### config.mk
export PLATFORM = sky130hd
export DESIGN_NAME = stopwatch_digits
export DESIGN_NICKNAME = d
export VERILOG_FILES = /design/src/rtl/stopwatch_digits_pkg.sv /design/src/rtl/stopwatch_digits_key_conditioner.sv /design/src/rtl/stopwatch_digits.sv
export SDC_FILE = /design/constraint.sdc
export NUM_CORES = 1
export LEC_CHECK = 0
export BUFFER_PORTS_ARGS = -buffer_cell sky130_fd_sc_hd__buf_4
export CAP_MARGIN = 40
export CORE_UTILIZATION = 62
export DETAILED_ROUTE_END_ITERATION = 8
export PLACE_DENSITY = 0.91
export SYNTH_ARGS = -nofsm -noshare
export SYNTH_HDL_FRONTEND = slang
export SYNTH_SLANG_ARGS = --single-unit
### constraint.sdc
create_clock -name CLOCK_50 -period 2.7 [get_ports CLOCK_50]
set_input_delay 0.405 -clock CLOCK_50 [delete_from_list [all_inputs] [get_ports CLOCK_50]]
set_output_delay 0.405 -clock CLOCK_50 [all_outputs]
set_load 0.02 [all_outputs]
### src/rtl/stopwatch_digits_pkg.sv
`default_nettype none
// ============================================================================
// Module   : stopwatch_pkg
// Purpose  : Shared types, constants and the BCD increment helper for the
//            stopwatch_digits block.
// Contents : sw_state_t  - run/pause/clear state encoding
//            BCD_MAX     - largest legal value of a decimal digit
//            DIGITS      - number of BCD digits in the count
//            bcd_inc()   - ripple-carry BCD increment, returns {carry, value}
// Revision : 1.0 - initial release
// ============================================================================
package stopwatch_pkg;

    typedef enum logic [1:0] {
        IDLE  = 2'd0,
        RUN   = 2'd1,
        PAUSE = 2'd2
    } sw_state_t;

    localparam logic [3:0] BCD_MAX = 4'd9;
    localparam int         DIGITS  = 4;

    // The carry out of the top digit is the 9999 -> 0000 roll-over flag.
    // Digits at or above BCD_MAX roll to 0, so a digit can never leave 0..9.
    function automatic logic [4*DIGITS:0] bcd_inc(input logic [4*DIGITS-1:0] value);
        logic [4*DIGITS-1:0] next_value;
        logic                carry;
        next_value = value;
        carry      = 1'b1;
        for (int i = 0; i < DIGITS; i++) begin
            if (carry) begin
                if (value[4*i +: 4] >= BCD_MAX) begin
                    next_value[4*i +: 4] = 4'd0;
                end else begin
                    next_value[4*i +: 4] = value[4*i +: 4] + 4'd1;
                    carry                = 1'b0;
                end
            end
        end
        return {carry, next_value};
    endfunction

endpackage : stopwatch_pkg
`default_nettype wire

### src/rtl/stopwatch_digits_key_conditioner.sv
`default_nettype none
// ============================================================================
// Module   : key_conditioner
// Purpose  : Conditions one raw active-low push-button: 2-flop synchronizer,
//            consecutive-cycle debounce, and a one-cycle press pulse on the
//            debounced 1->0 transition (releases produce nothing).
// Ports    : CLOCK_50 - system clock, rising edge
//            RESET_N  - asynchronous active-low reset
//            KEY_N    - raw button level, asynchronous to CLOCK_50
//            PRESS    - one-cycle press event
// Params   : DB_CYCLES - stable cycles needed before a new level is accepted
// Revision : 1.0 - initial release
// ============================================================================
module key_conditioner
    import stopwatch_pkg::*;
#(
    parameter int DB_CYCLES = 500000
) (
    input  logic CLOCK_50,
    input  logic RESET_N,
    input  logic KEY_N,
    output logic PRESS
);

    localparam int                 c_CNT_W    = $clog2(DB_CYCLES + 1);
    localparam logic [c_CNT_W-1:0] c_CNT_LAST = c_CNT_W'(DB_CYCLES - 1);

    logic               r_sync1;
    logic               r_sync2;
    logic               r_level;
    logic               r_press;
    logic [c_CNT_W-1:0] r_cnt;

    // The counter only advances while the synchronized value disagrees with
    // the accepted level, so any bounce back to the old level restarts it.
    // The press pulse is registered alongside the level update, which puts
    // it DB_CYCLES+2 cycles after the raw edge.
    always_ff @(posedge CLOCK_50 or negedge RESET_N) begin
        if (!RESET_N) begin
            r_sync1 <= 1'b1;
            r_sync2 <= 1'b1;
            r_level <= 1'b1;
            r_press <= 1'b0;
            r_cnt   <= '0;
        end else begin
            r_sync1 <= KEY_N;
            r_sync2 <= r_sync1;
            r_press <= 1'b0;
            if (r_sync2 == r_level) begin
                r_cnt <= '0;
            end else if (r_cnt == c_CNT_LAST) begin
                r_cnt   <= '0;
                r_level <= r_sync2;
                // Old level high means this is a 1->0 (press) transition.
                r_press <= r_level;
            end else begin
                r_cnt <= r_cnt + c_CNT_W'(1);
            end
        end
    end

    assign PRESS = r_press;

endmodule : key_conditioner
`default_nettype wire

### src/rtl/stopwatch_digits.sv
`default_nettype none
// ============================================================================
// Module   : stopwatch_digits
// Purpose  : Prescaled 4-digit BCD stopwatch with run/pause/clear buttons,
//            feeding one nibble per 7-segment digit (D0 least significant).
// Ports    : CLOCK_50   - system clock, rising edge
//            RESET_N    - asynchronous active-low reset
//            START_STOP - raw active-low start/stop button
//            CLEAR      - raw active-low clear button
//            LAP        - raw active-low lap button (STOPWATCH_LAP_EN only)
//            D0..D3     - BCD digits, always 0..9
//            RUNNING    - high while in RUN
//            WRAP       - one-cycle pulse on 9999 -> 0000
// Params   : TICK_DIV  - clock cycles per count increment
//            DB_CYCLES - button debounce length in cycles
// Macro    : STOPWATCH_LAP_EN - adds LAP button and a display hold register
// Revision : 1.0 - initial release
// ============================================================================
module stopwatch_digits
    import stopwatch_pkg::*;
#(
    parameter int TICK_DIV  = 5000000,
    parameter int DB_CYCLES = 500000
) (
    input  logic       CLOCK_50,
    input  logic       RESET_N,
    input  logic       START_STOP,
    input  logic       CLEAR,
`ifdef STOPWATCH_LAP_EN
    input  logic       LAP,
`endif
    output logic [3:0] D0,
    output logic [3:0] D1,
    output logic [3:0] D2,
    output logic [3:0] D3,
    output logic       RUNNING,
    output logic       WRAP
);

    localparam int                 c_PRE_W    = $clog2(TICK_DIV);
    localparam logic [c_PRE_W-1:0] c_PRE_LAST = c_PRE_W'(TICK_DIV - 1);
    localparam int                 c_CNT_W    = 4 * DIGITS;

    logic                 w_start_ev;
    logic                 w_clear_ev;
    logic                 w_tick;
    logic [c_CNT_W:0]     w_inc;
    logic [c_CNT_W-1:0]   w_disp;
    sw_state_t            w_state_nxt;

    sw_state_t            r_state;
    logic [c_PRE_W-1:0]   r_pre;
    logic [c_CNT_W-1:0]   r_count;
    logic                 r_running;
    logic                 r_wrap;

    key_conditioner #(.DB_CYCLES(DB_CYCLES)) u_key_start (
        .CLOCK_50 (CLOCK_50),
        .RESET_N  (RESET_N),
        .KEY_N    (START_STOP),
        .PRESS    (w_start_ev)
    );

    key_conditioner #(.DB_CYCLES(DB_CYCLES)) u_key_clear (
        .CLOCK_50 (CLOCK_50),
        .RESET_N  (RESET_N),
        .KEY_N    (CLEAR),
        .PRESS    (w_clear_ev)
    );

    // Clear has priority over a coincident start/stop event.
    always_comb begin
        w_state_nxt = r_state;
        if (w_clear_ev) begin
            w_state_nxt = IDLE;
        end else if (w_start_ev) begin
            case (r_state)
                IDLE:    w_state_nxt = RUN;
                RUN:     w_state_nxt = PAUSE;
                PAUSE:   w_state_nxt = RUN;
                default: w_state_nxt = IDLE;
            endcase
        end
    end

    assign w_tick = (r_state == RUN) && (r_pre == c_PRE_LAST);
    assign w_inc  = bcd_inc(r_count);

    // The prescaler only moves in RUN, so PAUSE keeps the sub-tick phase.
    // RUNNING is registered from the next state so it rises together with
    // the state register rather than one cycle later.
    always_ff @(posedge CLOCK_50 or negedge RESET_N) begin
        if (!RESET_N) begin
            r_state   <= IDLE;
            r_pre     <= '0;
            r_count   <= '0;
            r_running <= 1'b0;
            r_wrap    <= 1'b0;
        end else begin
            r_state   <= w_state_nxt;
            r_running <= (w_state_nxt == RUN);
            r_wrap    <= 1'b0;
            if (w_clear_ev) begin
                r_pre   <= '0;
                r_count <= '0;
            end else if (r_state == RUN) begin
                if (w_tick) begin
                    r_pre   <= '0;
                    r_count <= w_inc[c_CNT_W-1:0];
                    r_wrap  <= w_inc[c_CNT_W];
                end else begin
                    r_pre <= r_pre + c_PRE_W'(1);
                end
            end
        end
    end

`ifdef STOPWATCH_LAP_EN
    logic               w_lap_ev;
    logic               r_hold;
    logic [c_CNT_W-1:0] r_lap;

    key_conditioner #(.DB_CYCLES(DB_CYCLES)) u_key_lap (
        .CLOCK_50 (CLOCK_50),
        .RESET_N  (RESET_N),
        .KEY_N    (LAP),
        .PRESS    (w_lap_ev)
    );

    // Capture takes the pre-tick count, which is what the display shows in
    // that cycle, so a lap coincident with a tick freezes the visible value.
    always_ff @(posedge CLOCK_50 or negedge RESET_N) begin
        if (!RESET_N) begin
            r_hold <= 1'b0;
            r_lap  <= '0;
        end else if (w_clear_ev) begin
            r_hold <= 1'b0;
        end else if (w_lap_ev) begin
            if (r_state == RUN) begin
                r_hold <= ~r_hold;
                if (!r_hold) begin
                    r_lap <= r_count;
                end
            end else begin
                r_hold <= 1'b0;
            end
        end
    end

    assign w_disp = r_hold ? r_lap : r_count;
`else
    assign w_disp = r_count;
`endif

    assign D0      = w_disp[3:0];
    assign D1      = w_disp[7:4];
    assign D2      = w_disp[11:8];
    assign D3      = w_disp[15:12];
    assign RUNNING = r_running;
    assign WRAP    = r_wrap;

endmodule : stopwatch_digits
`default_nettype wire

Yosys cells after proc, flatten, opt, wreduce, memory -nomap -nowiden

Cells that the tools add are included.

Memory bits (writable): 0
Register bits: 89
Memories kept: 0
Input bits: 4
Memory bits (read-only): 0
Logic and storage cells: 87
Bits in latches: 0

Add/subtract/negate cells: 7
Magnitude comparators: 4
Shifts and indexed selects: 0
Muxes and demuxes: 34
Reduce and logical (&&, ||, !) cells: 14
Bitwise logic cells: 2
Div/mod/pow operators: 0
Equality and inequality tests: 8
$mul: 0

Operators by type and width:

| cell                  | number |
|---|---|
| $mux 19               | 4 |
| $mux 23               | 3 |
| $mux 16               | 3 |
| $add 19x1->19 const B | 2 |
| $eq 19x19->1 const B  | 2 |
| $mux 4                | 7 |
| $add 23x1->23 const B | 1 |
| $eq 23x23->1 const B  | 1 |
| $add 4x1->4 const B   | 4 |
| $ge 4x4->1 const B    | 4 |
| $mux 1                | 14 |
| $reduce_bool 2->1     | 5 |
| $reduce_and 3->1      | 3 |
| $reduce_and 2->1      | 3 |
| $eq 2x1->1 const B    | 2 |
| $mux 2                | 2 |
| $pmux 2 s2            | 1 |
| $eq 1x1->1            | 2 |
| $eq 2x2->1 const B    | 1 |
| $logic_not 2->1       | 1 |
| $not 1->1             | 2 |
| $reduce_or 2->1       | 1 |
| $logic_and 1x1->1     | 1 |

Logic depth before layout (Yosys ltp)

Depth after elaboration: 8
Depth in mapped cells: 7

Hierarchy

Synthesis repeated with hierarchy kept, for this count alone.

Cell total of the unflattened synthesis: 477
Area, all modules: 4,690.7 µm²

Modules (own cells, without submodules):

| module           | instances | sequential area each (µm²) | area each (µm²) | cells each |
|---|---|---|---|---|
| stopwatch_digits | 1         | 1,076.0                    | 2,446.1         | 257 |
| key_conditioner  | 2         | 579.3                      | 1,122.3         | 110 |

Least setup slack after synthesis

Ideal clock, no wire load.

Kind: register to register
Start point: register r_count[0]
End point: register r_count[10]
Cell stages (with the launch flop): 8
Clock period less this slack: 2,159 ps
Arrival time: 2,021 ps
Path slack: 541 ps
Data required time: 2,562 ps
Path through: dfrtp_1 -> inv_1 -> ha_1 -> nor3b_1 -> or4_1 -> clkbuf_1 -> o41ai_1 -> o41ai_1

Longest elaborated chain between the ends: 5

RTL lines:

| element                            | RTL line                   | text |
|---|---|---|
| start, declared                    | stopwatch_digits.sv:53     | `logic [c_CNT_W-1:0] r_count;` |
| start signal, assigned             | stopwatch_digits.sv:109    | `r_count <= w_inc[c_CNT_W-1:0];` |
| $ge 4x4->1                         | stopwatch_digits_pkg.sv:32 | `if (value[4*i +: 4] >= BCD_MAX) begin` |
| $mux 1                             | stopwatch_digits_pkg.sv:32 |  |
| $mux 1                             | stopwatch_digits_pkg.sv:31 | `if (carry) begin` |
| $reduce_bool 2->1 (no source line) | -                          |  |
| $reduce_and 3->1 (no source line)  | -                          |  |

No other way between the ends.
A chain may end at the register's enable or synchronous reset.

Worst setup path in the final report

Start point: register r_count[0]
End point: register r_count[11]

Same word-level chain as after synthesis.

==> impl_metrics.env <==
export IMPL_status="complete, no violations"
export IMPL_diodes=0
export IMPL_synth_avg_cell_area_um2=9.84
export IMPL_grt_max_degree=59
export IMPL_place_area_um2=5120
export IMPL_syn_area_um2=4860
export IMPL_drcViolationCount=0
export IMPL_fin_util_pct=71.6
export IMPL_grt_pass1_vias=3843
export IMPL_skew_ns=0.00583
export IMPL_synth_top_area_share_pct=42.7
export IMPL_hold_violations=0
export IMPL_dieArea_um2=8200
export IMPL_antenna_left=0
export IMPL_yosysTopAreaCell="dfrtp_1"
export IMPL_drive_gt1_share_pct=12.7
export IMPL_finalSetupTns_ns=0
export IMPL_hp_class="primary input to flip-flop"
export IMPL_numPlacedInstances=601
export IMPL_cp_required_ns=2.96
export IMPL_fin_nets=533
export IMPL_fp_dieH_um=90.6
export IMPL_ir_drop_uv=331
export IMPL_timing_fmax_mhz=425
export IMPL_slew_violations=0
export IMPL_final_cells=618
export IMPL_place_congestion=0.864
export IMPL_drt_iter0_drc=313
export IMPL_cts_tree="yes"
export IMPL_async_flop_share_pct=100
export IMPL_crit_fanout=11
export IMPL_cap_violations=0
export IMPL_rsz0062_at_grt="false"
export IMPL_period_minus_slack_ns=2.36
export IMPL_synth_top_flop_cell="dfrtp_1"
export IMPL_cts_buffers=9
export IMPL_cp_arrival_ns=2.61
export IMPL_syn2layout_area_growth_pct=9.06
export IMPL_grt_overflow=0
export IMPL_grt_usage_pct=27.0
export IMPL_p_per_area_nw_per_um2=426
export IMPL_clkTransAtPathRegs_ns=0.09
export IMPL_numPortBuffers=21
export IMPL_hpwl_mm=6.99
export IMPL_initial_core_util_pct=65.6
export IMPL_synth_seq_cells=89
export IMPL_cp_end_kind="flip-flop"
export IMPL_timing_final_crit_share_pct=87.2
export IMPL_tightestPinTransition_ns=0.800
export IMPL_slew_headroom_pct=46.5
export IMPL_ys_types=64
export IMPL_grt_pass1_wl_mm=17.8
export IMPL_ys_top_cells_by_count="dfrtp_1 (83), nor2_1 (53), a21oi_1 (30), nand4_1 (25), nand2_1 (24)"
export IMPL_dr_pass1_iters=5
export IMPL_clkLatencyLatePin_ns=0.37
export IMPL_start_kind="flip-flop"
export IMPL_wire_per_inst_um=16.8
export IMPL_core_area_um2=7410
export IMPL_synth_cells=494
export IMPL_avgViaCountPerCell=6.48
export IMPL_routed_wirelength_mm=10.4
export IMPL_die_w_um=90.6
export IMPL_critPathKind="flip-flop to flip-flop"
export IMPL_finalPower_mw=2.26
export IMPL_power_leakage_nw=2.16
export IMPL_vias=4003
export IMPL_antenna_found_initial=0
export IMPL_final_area_um2=5300
export IMPL_setup_viol=0
export IMPL_yosysMostFrequentCell="dfrtp_1"
export IMPL_clockBufferDepth=2
export IMPL_clock_sinks=89
export IMPL_synth_area_leaders="dfrtp_1 (43%), nor2_1 (4.1%), ha_1 (3.9%)"
export IMPL_io_pins=22
export IMPL_cts_setup_buffers=0
export IMPL_yosysSeqAreaShare_pct=45.9
export IMPL_cts_root_buf="clkbuf_8"
export IMPL_cts_max_level=3
export IMPL_syn_nets=513
export IMPL_synth_edf_count=0
export IMPL_rows=31
export IMPL_ys_warn_count=0
[worst max-delay path, cell delays in order (launching register included)]
cell	delay [ns]
dfrtp_1	0.46
inv_1	0.08
ha_1	0.19
nor3b_1	0.17
or4_1	0.67
a2111o_1	0.41
a32o_1	0.27
[layout by cell type, fill, tap and decap left out, types with 4 or more instances in the layout]
master / instances
a211oi_1: 4
a21oi_1: 30
and2_1: 5
and4_1: 11
buf_4: 27
clkbuf_8: 9
dfrtp_1: 83
dfstp_2: 6
ha_1: 15
inv_1: 16
mux2i_1: 4
nand2_1: 24
nand2b_1: 4
nand3_1: 19
nand4_1: 25
nor2_1: 53
nor2b_1: 8
nor3_1: 9
nor4_1: 9
nor4b_1: 6
o211ai_1: 5
o21ai_0: 20
o31ai_1: 9
or3_1: 10
or4_1: 8
xnor2_1: 19
xor2_1: 18
[area by class of cell]
| cell class | count | area (µm²) |
|---|---|---|
| Multi-Input combinational cell | 369 | 2470 |
| Clock buffer | 10 | 128 |
| Clock inverter | 6 | 50.0 |
| Inverter | 16 | 60.1 |
| Sequential cell | 89 | 2230 |
| Tap cell | 99 | 124 |
| Timing Repair Buffer | 29 | 233 |
| Fill cell | 531 | 2100 |
[path summary, 6_finish.rpt]
check,start,to,slack (ns),depth (start not counted)
max,r_count[0]$_DFFE_PN0P_,r_count[11]$_DFFE_PN0P_,0.34,6
min,CLEAR,u_key_clear.r_sync1$_DFF_PN1_,0.14,1
max reg2reg,r_count[0]$_DFFE_PN0P_,r_count[11]$_DFFE_PN0P_,0.34,6
min reg2reg,u_key_clear.r_sync1$_DFF_PN1_,u_key_clear.r_sync2$_DFF_PN1_,0.36,0
max in group asynchronous,RESET_N,u_key_start.r_sync1$_DFF_PN1_,1.50,3
min in group asynchronous,RESET_N,r_pre[12]$_DFFE_PN0P_,0.51,2
[cells by family after synthesis]
logic type	after synthesis	synth area share [%]
simple gates	217	26.1
compound gates	94	13.0
flops	89	45.9
xor+xnor	37	6.66
buf+inv	36	3.16
fa+ha+maj	15	3.86
mux	6	1.29
[sequential cells by signal (all words and copies together), names as in the netlist]
| register | cells |
|---|---|
| r_pre | 23 |
| r_count | 16 |
| u_key_start.r_cnt | 19 |
| u_key_start.r_sync2 | 1 |
| u_key_clear.r_sync1 | 1 |
| u_key_clear.r_level | 1 |
| u_key_start.r_sync1 | 1 |
| u_key_start.PRESS | 1 |
| r_state | 2 |
| u_key_clear.r_sync2 | 1 |
| WRAP | 1 |
| u_key_clear.PRESS | 1 |
| RUNNING | 1 |
| u_key_start.r_level | 1 |
| u_key_clear.r_cnt | 19 |
[routing by layer]
metal / wire length (µm) / track usage (%) / vias up
li1: - / - / 1871
met1: 4390 / 34.1 / 1963
met2: 5260 / 45.3 / 142
met3: 522 / 5.47 / 27
met4: 191 / 11.0 / 0
met5: 0 / 0 / -
[where the power goes]
part           total, mW  internal (mW)  switching (mW)  leakage (nW)
clock              0.848          0.346           0.502        0.0839
sequential          1.35           1.34         0.00917          1.22
combinational     0.0590         0.0161          0.0429         0.863
[per-stage QoR]
stage / hold WS, ns / worst slack [ns]
detailed placement: 0.347 / 0.365
floorplan: 0.109 / 0.541
CTS: 0.128 / 0.366
global placement: 0.347 / 0.470
global route: 0.120 / 0.280
finish: 0.141 / 0.344
[repair_timing]
action / in CTS / in global routing
gates resized for setup: 0 / 0
hold endpoints to repair: 31 / 0
hold buffers: 1 / 0
No activity file was read; power rests on OpenSTA's default activity.
